[src/rtl/shift_link_rx.sv]
// Serial LSB-first word receiver with a valid/ready word output and a sticky overflow flag.
// Optional even parity bit per frame when SHIFT_LINK_RX_PARITY_EN is defined.
module shift_link_rx #(
  parameter int DATA_WIDTH = 16
) (
  input  logic                  clk,
  input  logic                  rst,
  input  logic                  ser_valid,
  input  logic                  ser_data,
  input  logic                  ser_start,
  output logic [DATA_WIDTH-1:0] out_data,
  output logic                  out_valid,
  input  logic                  out_ready,
  output logic                  out_perr,
  output logic                  overflow,
  input  logic                  clr_ovf,
  output logic                  busy
);
  // One extra counter value is needed to reach the parity bit position.
  localparam int CW = $clog2(DATA_WIDTH + 1);

  typedef enum logic {IDLE, RECV} state_t;

  state_t                state;
  logic [CW-1:0]         cnt;
  logic [DATA_WIDTH-1:0] sh;
  logic [DATA_WIDTH-1:0] sh_nxt;
  logic [DATA_WIDTH-1:0] word;
  logic                  done;
  logic                  accept;

  assign sh_nxt = {ser_data, sh[DATA_WIDTH-1:1]};
  assign accept = !out_valid || out_ready;
  assign busy   = (state == RECV);

`ifdef SHIFT_LINK_RX_PARITY_EN
  logic perr;
  logic perr_q;

  always_comb begin
    done = 1'b0;
    word = sh;
    perr = ^{sh, ser_data};
    if (state == RECV && ser_valid && !ser_start)
      done = (cnt == CW'(DATA_WIDTH));
  end

  always_ff @(posedge clk or posedge rst) begin
    if (rst)
      perr_q <= 1'b0;
    else if (done && accept)
      perr_q <= perr;
  end
  assign out_perr = perr_q;
`else
  always_comb begin
    done = 1'b0;
    word = sh_nxt;
    if (state == RECV && ser_valid && !ser_start)
      done = (cnt == CW'(DATA_WIDTH - 1));
  end
  assign out_perr = 1'b0;
`endif

  always_ff @(posedge clk or posedge rst) begin
    if (rst) begin
      state     <= IDLE;
      cnt       <= '0;
      sh        <= '0;
      out_data  <= '0;
      out_valid <= 1'b0;
      overflow  <= 1'b0;
    end else begin
      if (ser_valid && (ser_start || state == RECV)) begin
`ifdef SHIFT_LINK_RX_PARITY_EN
        if (ser_start || cnt != CW'(DATA_WIDTH)) sh <= sh_nxt;
`else
        sh <= sh_nxt;
`endif
        if (ser_start) begin
          state <= RECV;
          cnt   <= CW'(1);
        end else if (done) begin
          state <= IDLE;
          cnt   <= '0;
        end else begin
          cnt <= cnt + CW'(1);
        end
      end

      if (done) begin
        if (accept) begin
          out_data  <= word;
          out_valid <= 1'b1;
        end
      end else if (out_valid && out_ready) begin
        out_valid <= 1'b0;
      end

      // A drop on the same edge as clr_ovf wins.
      if (done && !accept)
        overflow <= 1'b1;
      else if (clr_ovf)
        overflow <= 1'b0;
    end
  end
endmodule

[config.mk]
export PLATFORM = sky130hd
export DESIGN_NAME = shift_link_rx
export DESIGN_NICKNAME = d
export VERILOG_FILES = /design/src/rtl/shift_link_rx.sv
export SDC_FILE = /design/constraint.sdc
export NUM_CORES = 1
export LEC_CHECK = 0
export CAP_MARGIN = 20
export CORE_ASPECT_RATIO = 1.5
export CORE_MARGIN = 1
export CORE_UTILIZATION = 55
export DETAILED_ROUTE_END_ITERATION = 10
export PLACE_DENSITY_LB_ADDON = 0.15
export SYNTH_ARGS = -nofsm -noshare
export SYNTH_HDL_FRONTEND = slang
export SYNTH_SLANG_ARGS = --single-unit
[constraint.sdc]
create_clock -name clk -period 3.6 [get_ports clk]
set_input_delay 0.54 -clock clk [delete_from_list [all_inputs] [get_ports clk]]
set_output_delay 0.54 -clock clk [all_outputs]
set_load 0.01 [all_outputs]
==> impl_metrics.yaml, run 1 <==
placed_design:
  placedCellCount: 163
  final_hpwl_from_detailed_placement_um: 1770
  place_congestion: 0.709
  port_buffers: 25
  placedInstanceArea_um2: 1900
hold_path:
  hp-start: "out_data[2]"
  hold_path_depth: 1
  min-delay-path-class: "flip-flop to flip-flop"
  hold_end: "out_data[2]"
setup_path:
  rr_endpoint: "out_data[0]"
  cell_chain_critical_path: "clkdlybuf4s50_1, nand3b_2, nor3b_4, buf_4, mux2_2"
  critPathLaunchType: "primary input"
  critical-path-max-stage-delay_ns: 0.50
  worst_r2r_path_depth: 5
  worst_r2r_start: "cnt[0]"
  cp.required_ns: 3.77
  timing.critical_path.fanout_max: 16
  crit_arrival_ns: 2.25
  critPathCaptureType: "flip-flop"
  critical-path-slowest-cell: "clkdlybuf4s50_1"
  critPathKind: "primary input to flip-flop"
  r2r_slack_ns: 1.71
route:
  routed_via_density: 5.36
  ant_nets: 0
  wl_per_cell_um: 15.5
  routed_wire_length_um: 2630
  first_pass_iters: 2
  detailroute.via_count: 911
  drt_iter0_drc: 31
  drc: 0
pwr:
  pwr-share-comb_pct: 10.8
  power_density_nw_per_um2: 507
  net-switching-power_uw: 231
  switching_portion_of_total_power_pct: 22.8
  pwr-share-seq_pct: 55.5
  power_report.internal_total_uw: 784
  worst_ir_drop_on_vdd_mv: 0.373
  clock_network_power_share_pct: 33.7
  leakage_component_of_the_power_uw: 0.000935
sta:
  finalHoldViolations: 0
  fmax_mhz: 481
  unrepaired_setup_endpoints_after_global_routing: "false"
  maxSlewHeadroom_pct: 42.7
  fin_max_slew_vios: 0
  timing.final.crit_period_ns: 2.08
  number_of_endpoints_failing_setup_at_the_final_stage: 0
  tns_ns: 0
  worst_tran_pin_value_ns: 0.860
  period_share_pct: 57.8
  worst_clock_skew_ns: 0.00230
synth:
  synth-seq-cells: 39
  synthCells: 103
  synth.largest_area_cell: "dfrtp_1"
  number_of_nets_in_the_synthesized_netlist: 111
  synth_warnings: 0
  synth_area_per_cell_um2: 15.8
  mappedNetlistArea_um2: 1630
  synth.lib_cells_used.distinct: 30
  seq_area_frac_synth_pct: 60.0
  fraction_of_post_synthesis_cell_area_in_the_top_cell_type_by_area_pct: 60.0
  synth_area_leaders: "dfrtp_1, mux2_2, mux2_4"
cts:
  tritoncts: "done"
  cts_post_setup_buffers_inserted: 0
  clkLatencyLatePin_ns: 0.28
  clock-sinks: 39
  clock_tree.root_cell: "clkbuf_8"
  cts_resized: 0
  max-clock-path-buffers: 2
  htreeDepth: 2
  number_of_hold_buffers_added_after_cts: 0
  cts-buffers-inserted: 5
  clk_pin_slew_ns: 0.07
die:
  core-area_um2: 2730
  pin_count: 27
  fp.dieArea_um2: 3180
  chipHeight_um: 68.6
  initial_core_util_pct: 59.5
  core.rowCount: 23
  die_x_extent_um: 46.4
global_route:
  grt.total_usage_pct: 20.5
  first_global_vias: 990
  antenna_found_initial: 0
  wire_length_of_the_first_global_routing_pass_um: 4490
  grt_max_degree: 40
  globalRoute.totalOverflow: 0
cells_and_area:
  n_fill_cell: 185
  drive_above_1_share_pct: 35.3
  count_of_non_filler_cells_in_the_finished_layout: 170
  layout.cells.most_common: "dfrtp_1"
  most-common-layout-cells: "dfrtp_1, clkdlybuf4s50_1, mux2_2"
  nNetsFinal: 141
  final_design_area_no_fill_um2: 2000
  layout-area-overhead-vs-synth_pct: 23.2
  antenna-diode-count: 0
run:
  drv_cap: 0
outcome:
  status: "completed"
-- synthesized netlist by cell type --
master	count
mux2_4	10
a22o_2	1
conb_1	1
nor3b_4	1
or2_2	1
nand2_1	3
ha_1	1
nand3b_2	1
o22ai_1	1
a21boi_0	1
nand4b_2	1
nand3_1	1
o21ai_2	1
clkbuf_2	1
a22o_1	3
a31o_2	1
nor2_1	1
xnor2_1	1
buf_2	1
dfrtp_1	39
a41o_2	1
buf_4	1
or2b_1	1
inv_1	3
and4b_1	1
a21o_1	1
nor3b_1	1
o21bai_1	1
mux2_2	21
buf_12	1
-- final cells by class --
type | count | area [um2] | share of cell area [%]
inverters | 3 | 11.3 | 0.562
multi-input cells | 57 | 602 | 30.0
clock inverters | 1 | 30.0 | 1.50
well taps | 37 | 46.3 | 2.31
repair buffers | 27 | 265 | 13.2
flip-flops and latches | 39 | 976 | 48.7
clock buffers | 6 | 72.6 | 3.62
-- per-stage QoR --
step	hold WS, ns	setup WS (ns)	total power (uW)	utilization [%]
finish	0.511	1.52	1020	73.3
floorplan	0.474	1.80	645	-
global route	0.523	1.45	1070	73.3
global placement	0.495	1.33	671	69.5
CTS	0.517	1.53	1030	73.3
detailed placement	0.496	1.24	684	69.5
-- state kept, by name, indices dropped and copies added, names as in the netlist --
signal     cells
out_data      16
sh            15
cnt            5
busy           1
out_valid      1
overflow       1
-- cell families (layout without fill, tap and decap cells) --
family / count (synthesis) / count (layout) / share of synthesized area (%)
XOR/XNOR: 1 / 1 / 0.539
other: 1 / 1 / 0.231
multiplexers: 31 / 31 / 23.8
AND/OR/NAND/NOR: 12 / 12 / 5.92
AO/OA/AOI/OAI: 11 / 11 / 5.77
flip-flops: 39 / 39 / 60.0
adder cells (fa/ha/maj): 1 / 1 / 0.769
buffers and inverters: 7 / 37 / 3.00
-- worst max-delay path, delay by kind of cell --
kind                   cells  cell delay [ns]
buffers and inverters      2             0.80
muxes                      1             0.38
and+or+nand+nor            2             0.53
-- worst max-delay path by stage --
stage	cells past startpoint	slack (ns)	to	start
floorplan	5	1.80	out_data[15]	ser_valid
global placement	5	1.33	out_data[0]	ser_start
detailed placement	5	1.24	out_data[14]	ser_start
CTS	5	1.53	out_data[0]	ser_start
global route	5	1.45	out_data[0]	ser_start
finish	5	1.52	out_data[0]	ser_start
-- metal layers --
metal | track usage [%] | vias to the layer above | part of all wire (%)
li1 | - | 427 | -
met1 | 25.6 | 450 | 44
met2 | 31.1 | 26 | 50
met3 | 3.91 | 8 | 3.0
met4 | 14.3 | 0 | 3.0
met5 | 0 | - | 0
-- power by group through the flow --
stage	sequential, uW	clock (uW)	combinational (uW)
CTS	564	351	112
global route	576	369	121
detailed placement	572	0	112
global placement	567	0	104
finish	564	343	109
floorplan	554	0	90.7
No activity file was read; power rests on OpenSTA's default activity.
==> run 2: changes to the inputs <==
--- a/config.mk
+++ b/config.mk
@@ -8,7 +8,7 @@
 export CAP_MARGIN = 20
 export CORE_ASPECT_RATIO = 1.5
 export CORE_MARGIN = 1
-export CORE_UTILIZATION = 55
+export CORE_UTILIZATION = 47
 export DETAILED_ROUTE_END_ITERATION = 10
 export PLACE_DENSITY_LB_ADDON = 0.15
 export SYNTH_ARGS = -nofsm -noshare
==> constraint.sdc (replaced) <==
create_clock -name clk -period 1.91 [get_ports clk]
set_input_delay 0.2865 -clock clk [delete_from_list [all_inputs] [get_ports clk]]
set_output_delay 0.2865 -clock clk [all_outputs]
set_load 0.01 [all_outputs]
==> run 2 against run 1 <==
Routed wire length is 0.91% higher. Sequential power increased by 90%. Flip-flop and latch count is the same. Combinational power grew 97%. Clock power grew 130%. First-iteration DRC count fell by 52%. Die area up 16%. Sequential share of layout area decreased by 2.2 points. Clock skew up 0.0065 ns. Critical path type is now flip-flop to flip-flop. Global-route usage shrank 3.3 points. Largest cell class unchanged. Cell count grew 5.3%. Highest routed layer unchanged. Core utilization down 8.1 points.
==> impl_metrics.yaml, run 2 (same netlist as run 1, synthesis figures left out) <==
cells_and_area:
  antenna-diode-count: 0
  most-common-layout-cells: "dfrtp_1, clkdlybuf4s50_1, mux2_2"
  layout.cells.most_common: "dfrtp_1"
  biggestRegsByFlops: "out_data (16), sh (15), cnt (5)"
  count_of_non_filler_cells_in_the_finished_layout: 179
  register_name_with_the_most_flops: "out_data"
  layout-area-overhead-vs-synth_pct: 29.1
  largest_register_ffs: 16
  drive_above_1_share_pct: 38.1
  n_fill_cell: 230
  nNetsFinal: 146
pwr:
  leakage_component_of_the_power_uw: 0.000980
  worst_ir_drop_on_vdd_mv: 0.843
  switching_portion_of_total_power_pct: 21.7
  clock_network_power_share_pct: 38.3
  pwr-share-seq_pct: 51.3
  net-switching-power_uw: 451
  power_density_nw_per_um2: 990
  power_report.internal_total_uw: 1630
  pwr-share-comb_pct: 10.4
cts:
  clock_tree.root_cell: "clkbuf_8"
  max-clock-path-buffers: 2
  clkLatencyLatePin_ns: 0.29
  clk_pin_slew_ns: 0.08
  number_of_hold_buffers_added_after_cts: 0
  tritoncts: "done"
  cts-buffers-inserted: 5
  clock-sinks: 39
  cts_post_setup_buffers_inserted: 0
  htreeDepth: 2
  cts_resized: 0
placed_design:
  final_hpwl_from_detailed_placement_um: 1910
  place_congestion: 0.808
  port_buffers: 25
  placedCellCount: 171
sta:
  number_of_endpoints_failing_setup_at_the_final_stage: 0
  timing.hold.ws_ns: 0.293
  worst_clock_skew_ns: 0.00882
  timing.final.crit_period_ns: 1.81
  tns_ns: 0
  fin_max_slew_vios: 0
  finalHoldViolations: 0
  unrepaired_setup_endpoints_after_global_routing: "false"
  period_share_pct: 94.9
  fmax_mhz: 552
die:
  chipHeight_um: 74.1
  core.rowCount: 25
  die_x_extent_um: 50.0
  fp.dieArea_um2: 3710
  initial_core_util_pct: 50.5
  core-area_um2: 3220
  pin_count: 27
outcome:
  status: "completed"
route:
  drc: 0
  detailroute.via_count: 923
  drt_iter0_drc: 15
  wl_per_cell_um: 14.8
  routed_wire_length_um: 2650
  first_pass_iters: 3
  ant_nets: 0
  routed_via_density: 5.16
global_route:
  first_global_vias: 980
  globalRoute.totalOverflow: 0
  wire_length_of_the_first_global_routing_pass_um: 4530
  grt.total_usage_pct: 17.1
  antenna_found_initial: 0
  grt_max_degree: 19
setup_path:
  timing.critical_path.fanout_max: 16
  critPathCaptureType: "flip-flop"
  critPathLaunchType: "flip-flop"
  cp.required_ns: 2.08
  crit_arrival_ns: 1.98
  critPathKind: "flip-flop to flip-flop"
hold_path:
  min-delay-path-class: "primary input to async pin"
run:
  drv_cap: 0
## run 2: stage by stage
step | area, um2 | power (uW) | setup WS [ns] | util [%]
2_1_floorplan | 1630 | 1220 | 0.174 | -
3_3_place_gp | 1970 | 1280 | 0.0999 | 61.0
3_5_place_dp | 1970 | 1310 | 0.0235 | 61.0
4_1_cts | 2100 | 2110 | 0.0801 | 65.2
5_1_grt | 2100 | 2180 | 0.00276 | 65.2
6_report | 2100 | 2080 | 0.0984 | 65.2
## run 2: cell type report
class	count	area, um2	area share (%)
clock buffer	6	72.6	3.46
tap	40	50.0	2.38
timing repair buffer	32	328	15.6
sequential	39	976	46.5
clock inverter	2	60.1	2.86
multi-input combinational	57	602	28.7
inverter	3	11.3	0.536
## run 2: per-layer routing
| metal | global-route usage, % | vias to the layer above | routed length, um |
|---|---|---|---|
| li1 | - | 439 | - |
| met2 | 27.4 | 23 | 1280 |
| met3 | 5.93 | 6 | 118 |
| met5 | 0 | - | 0 |
| met1 | 20.3 | 455 | 1190 |
| met4 | 8.89 | 0 | 63 |
## run 2: worst max-delay path, cell delays in order (launching register included)
cell      delay, ns
dfrtp_1        0.41
ha_1           0.27
nand4b_2       0.19
nor3b_4        0.27
buf_12         0.20
mux2_2         0.35
## run 2: final timing paths
path / start / endpoint / slack [ns] / cells past startpoint
max in group asynchronous: rst / out_data[14] / 1.06 / 3
min reg2reg: out_data[14] / out_data[14] / 0.51 / 1
min: rst / sh[8] / 0.29 / 2
max: cnt[0] / out_data[13] / 0.1 / 5
min in group clk: out_data[14] / out_data[14] / 0.51 / 1
max reg2reg: cnt[0] / out_data[13] / 0.1 / 5
## run 2: power groups by stage
stage	Sequential [uW]	Combinational, uW	Clock (uW)
after global routing	1090	237	857
after CTS	1070	222	824
after detailed placement	1080	221	0
after floorplan	1040	171	0
after global placement	1070	208	0
final	1070	215	797
==> run 3: changes to the inputs <==
--- a/config.mk
+++ b/config.mk
@@ -10,7 +10,7 @@
 export CORE_MARGIN = 1
 export CORE_UTILIZATION = 47
 export DETAILED_ROUTE_END_ITERATION = 10
-export PLACE_DENSITY_LB_ADDON = 0.15
+export PLACE_DENSITY = 0.75
 export SYNTH_ARGS = -nofsm -noshare
 export SYNTH_HDL_FRONTEND = slang
 export SYNTH_SLANG_ARGS = --single-unit
==> constraint.sdc (replaced) <==
create_clock -name clk -period 1.5 [get_ports clk]
set_input_delay 0.225 -clock clk [delete_from_list [all_inputs] [get_ports clk]]
set_output_delay 0.225 -clock clk [all_outputs]
set_load 0.01 [all_outputs]
==> run 3 against run 2 <==
The flow now finishes with violations (setup timing). Routed wire length grew 9.7%. Cell count grew 3.4%. Largest power group unchanged. Combinational power grew 47%. Largest cell class unchanged. Die area is the same. Flip-flop and latch count is the same. Critical path depth is the same.
==> impl_metrics.yaml, run 3 (same netlist as run 1, synthesis figures left out) <==
outcome:
  status: "finished with violations"
  failed_checks: "setup timing"
hold_path:
  min-delay-path-class: "primary input to async pin"
cts:
  cts_post_setup_buffers_inserted: 0
  clkLatencyLatePin_ns: 0.29
  cts_resized: 2
  cts-buffers-inserted: 5
  clock_tree.root_cell: "clkbuf_8"
  tritoncts: "done"
  clk_pin_slew_ns: 0.07
  number_of_hold_buffers_added_after_cts: 0
  htreeDepth: 2
  max-clock-path-buffers: 2
  clock-sinks: 39
route:
  routed_via_density: 5.26
  drt_iter0_drc: 20
  detailroute.via_count: 974
  drc: 0
  routed_wire_length_um: 2910
  wl_per_cell_um: 15.7
  first_pass_iters: 2
  ant_nets: 0
die:
  core-area_um2: 3220
  initial_core_util_pct: 50.5
  pin_count: 27
  fp.dieArea_um2: 3710
  die_x_extent_um: 50.0
  chipHeight_um: 74.1
  core.rowCount: 25
cells_and_area:
  drive_above_1_share_pct: 41.4
  largest_register_ffs: 16
  layout-area-overhead-vs-synth_pct: 32.5
  n_fill_cell: 240
  count_of_non_filler_cells_in_the_finished_layout: 185
  antenna-diode-count: 0
  nNetsFinal: 152
  most-common-layout-cells: "dfrtp_1, clkdlybuf4s50_1, mux2_2"
  final_design_area_no_fill_um2: 2160
  biggestRegsByFlops: "out_data (16), sh (15), cnt (5)"
  register_name_with_the_most_flops: "out_data"
  layout.cells.most_common: "dfrtp_1"
sta:
  finalHoldViolations: 0
  unrepaired_setup_endpoints_after_global_routing: "true"
  timing.final.crit_period_ns: 1.59
  period_share_pct: 106
  worst_slack_ns: -0.0943
  fmax_mhz: 627
  fin_max_slew_vios: 0
  number_of_endpoints_failing_setup_at_the_final_stage: 16
  worst_clock_skew_ns: 0.00323
global_route:
  wire_length_of_the_first_global_routing_pass_um: 4740
  grt_max_degree: 40
  first_global_vias: 1004
  globalRoute.totalOverflow: 0
  grt.total_usage_pct: 17.8
  antenna_found_initial: 0
setup_path:
  crit_arrival_ns: 1.77
  critPathKind: "flip-flop to flip-flop"
  critPathCaptureType: "flip-flop"
  r2r_slack_ns: -0.09
  timing.critical_path.fanout_max: 16
  critPathLaunchType: "flip-flop"
  cp.required_ns: 1.67
placed_design:
  placedInstanceArea_um2: 2050
  port_buffers: 25
  place_worst_setup_slack_ns: -0.330
  final_hpwl_from_detailed_placement_um: 1920
  place_congestion: 0.744
  placedCellCount: 177
run:
  drv_cap: 0
pwr:
  worst_ir_drop_on_vdd_mv: 0.848
  finalPower_uw: 2430
  leakage_component_of_the_power_uw: 0.00101
  power_density_nw_per_um2: 1130
==> run 3: changes by cell type in the layout (fill, tap and decap cells not counted), moves of 2 or more <==
cell / delta
bufinv_16: -2
buf_4: +5
mux2_2: -3
mux2_4: +3
clkbuf_8: +2
==> run 3: area by class of cell <==
| class | instances | area (um2) | area share [%] |
|---|---|---|---|
| tap | 40 | 50.0 | 2.32 |
| sequential | 39 | 976 | 45.3 |
| clock buffer | 8 | 100 | 4.64 |
| timing repair buffer | 38 | 384 | 17.8 |
| multi-input combinational | 57 | 634 | 29.4 |
| inverter | 3 | 11.3 | 0.522 |
==> run 3: power breakdown <==
group | switching [uW] | leakage (uW) | total, uW | internal, uW
Combinational | 109 | 0.000459 | 316 | 208
Clock | 338 | 0.0000515 | 757 | 419
Sequential | 129 | 0.000504 | 1360 | 1230
==> run 3: per-stage QoR <==
stage / utilization (%) / setup TNS (ns) / hold slack, ns
global placement: 63.5 / -5.68 / 0.482
finish: 66.9 / -1.05 / 0.290
detailed placement: 63.5 / -6.46 / 0.497
CTS: 66.7 / -0.971 / 0.298
global route: 66.9 / -2.05 / 0.325
floorplan: - / -1.91 / 0.324
==> run 3: final timing paths <==
kind	cells past startpoint	start	end
max	5	cnt[1]	out_data[12]
min	3	rst	sh[7]
max reg2reg	5	cnt[1]	out_data[12]
min reg2reg	1	out_data[12]	out_data[12]
max in group asynchronous	3	rst	out_data[11]
min in group clk	2	clr_ovf	overflow
==> run 3: critical path, stage by stage, from the launching register on <==
cell and delay [ns]:
dfrtp_1 0.40, ha_4 0.17, nand4b_4 0.12, nor3b_4 0.24
buf_12 0.20, mux2_2 0.35
==> run 3: routing by layer <==
layer / vias to the layer above / global-route usage (%) / part of all wire (%)
met3: 6 / 5.93 / 3.6
met5: - / 0 / 0
met2: 20 / 28.9 / 53
met4: 0 / 8.57 / 2.2
met1: 502 / 21.2 / 41
li1: 446 / - / -
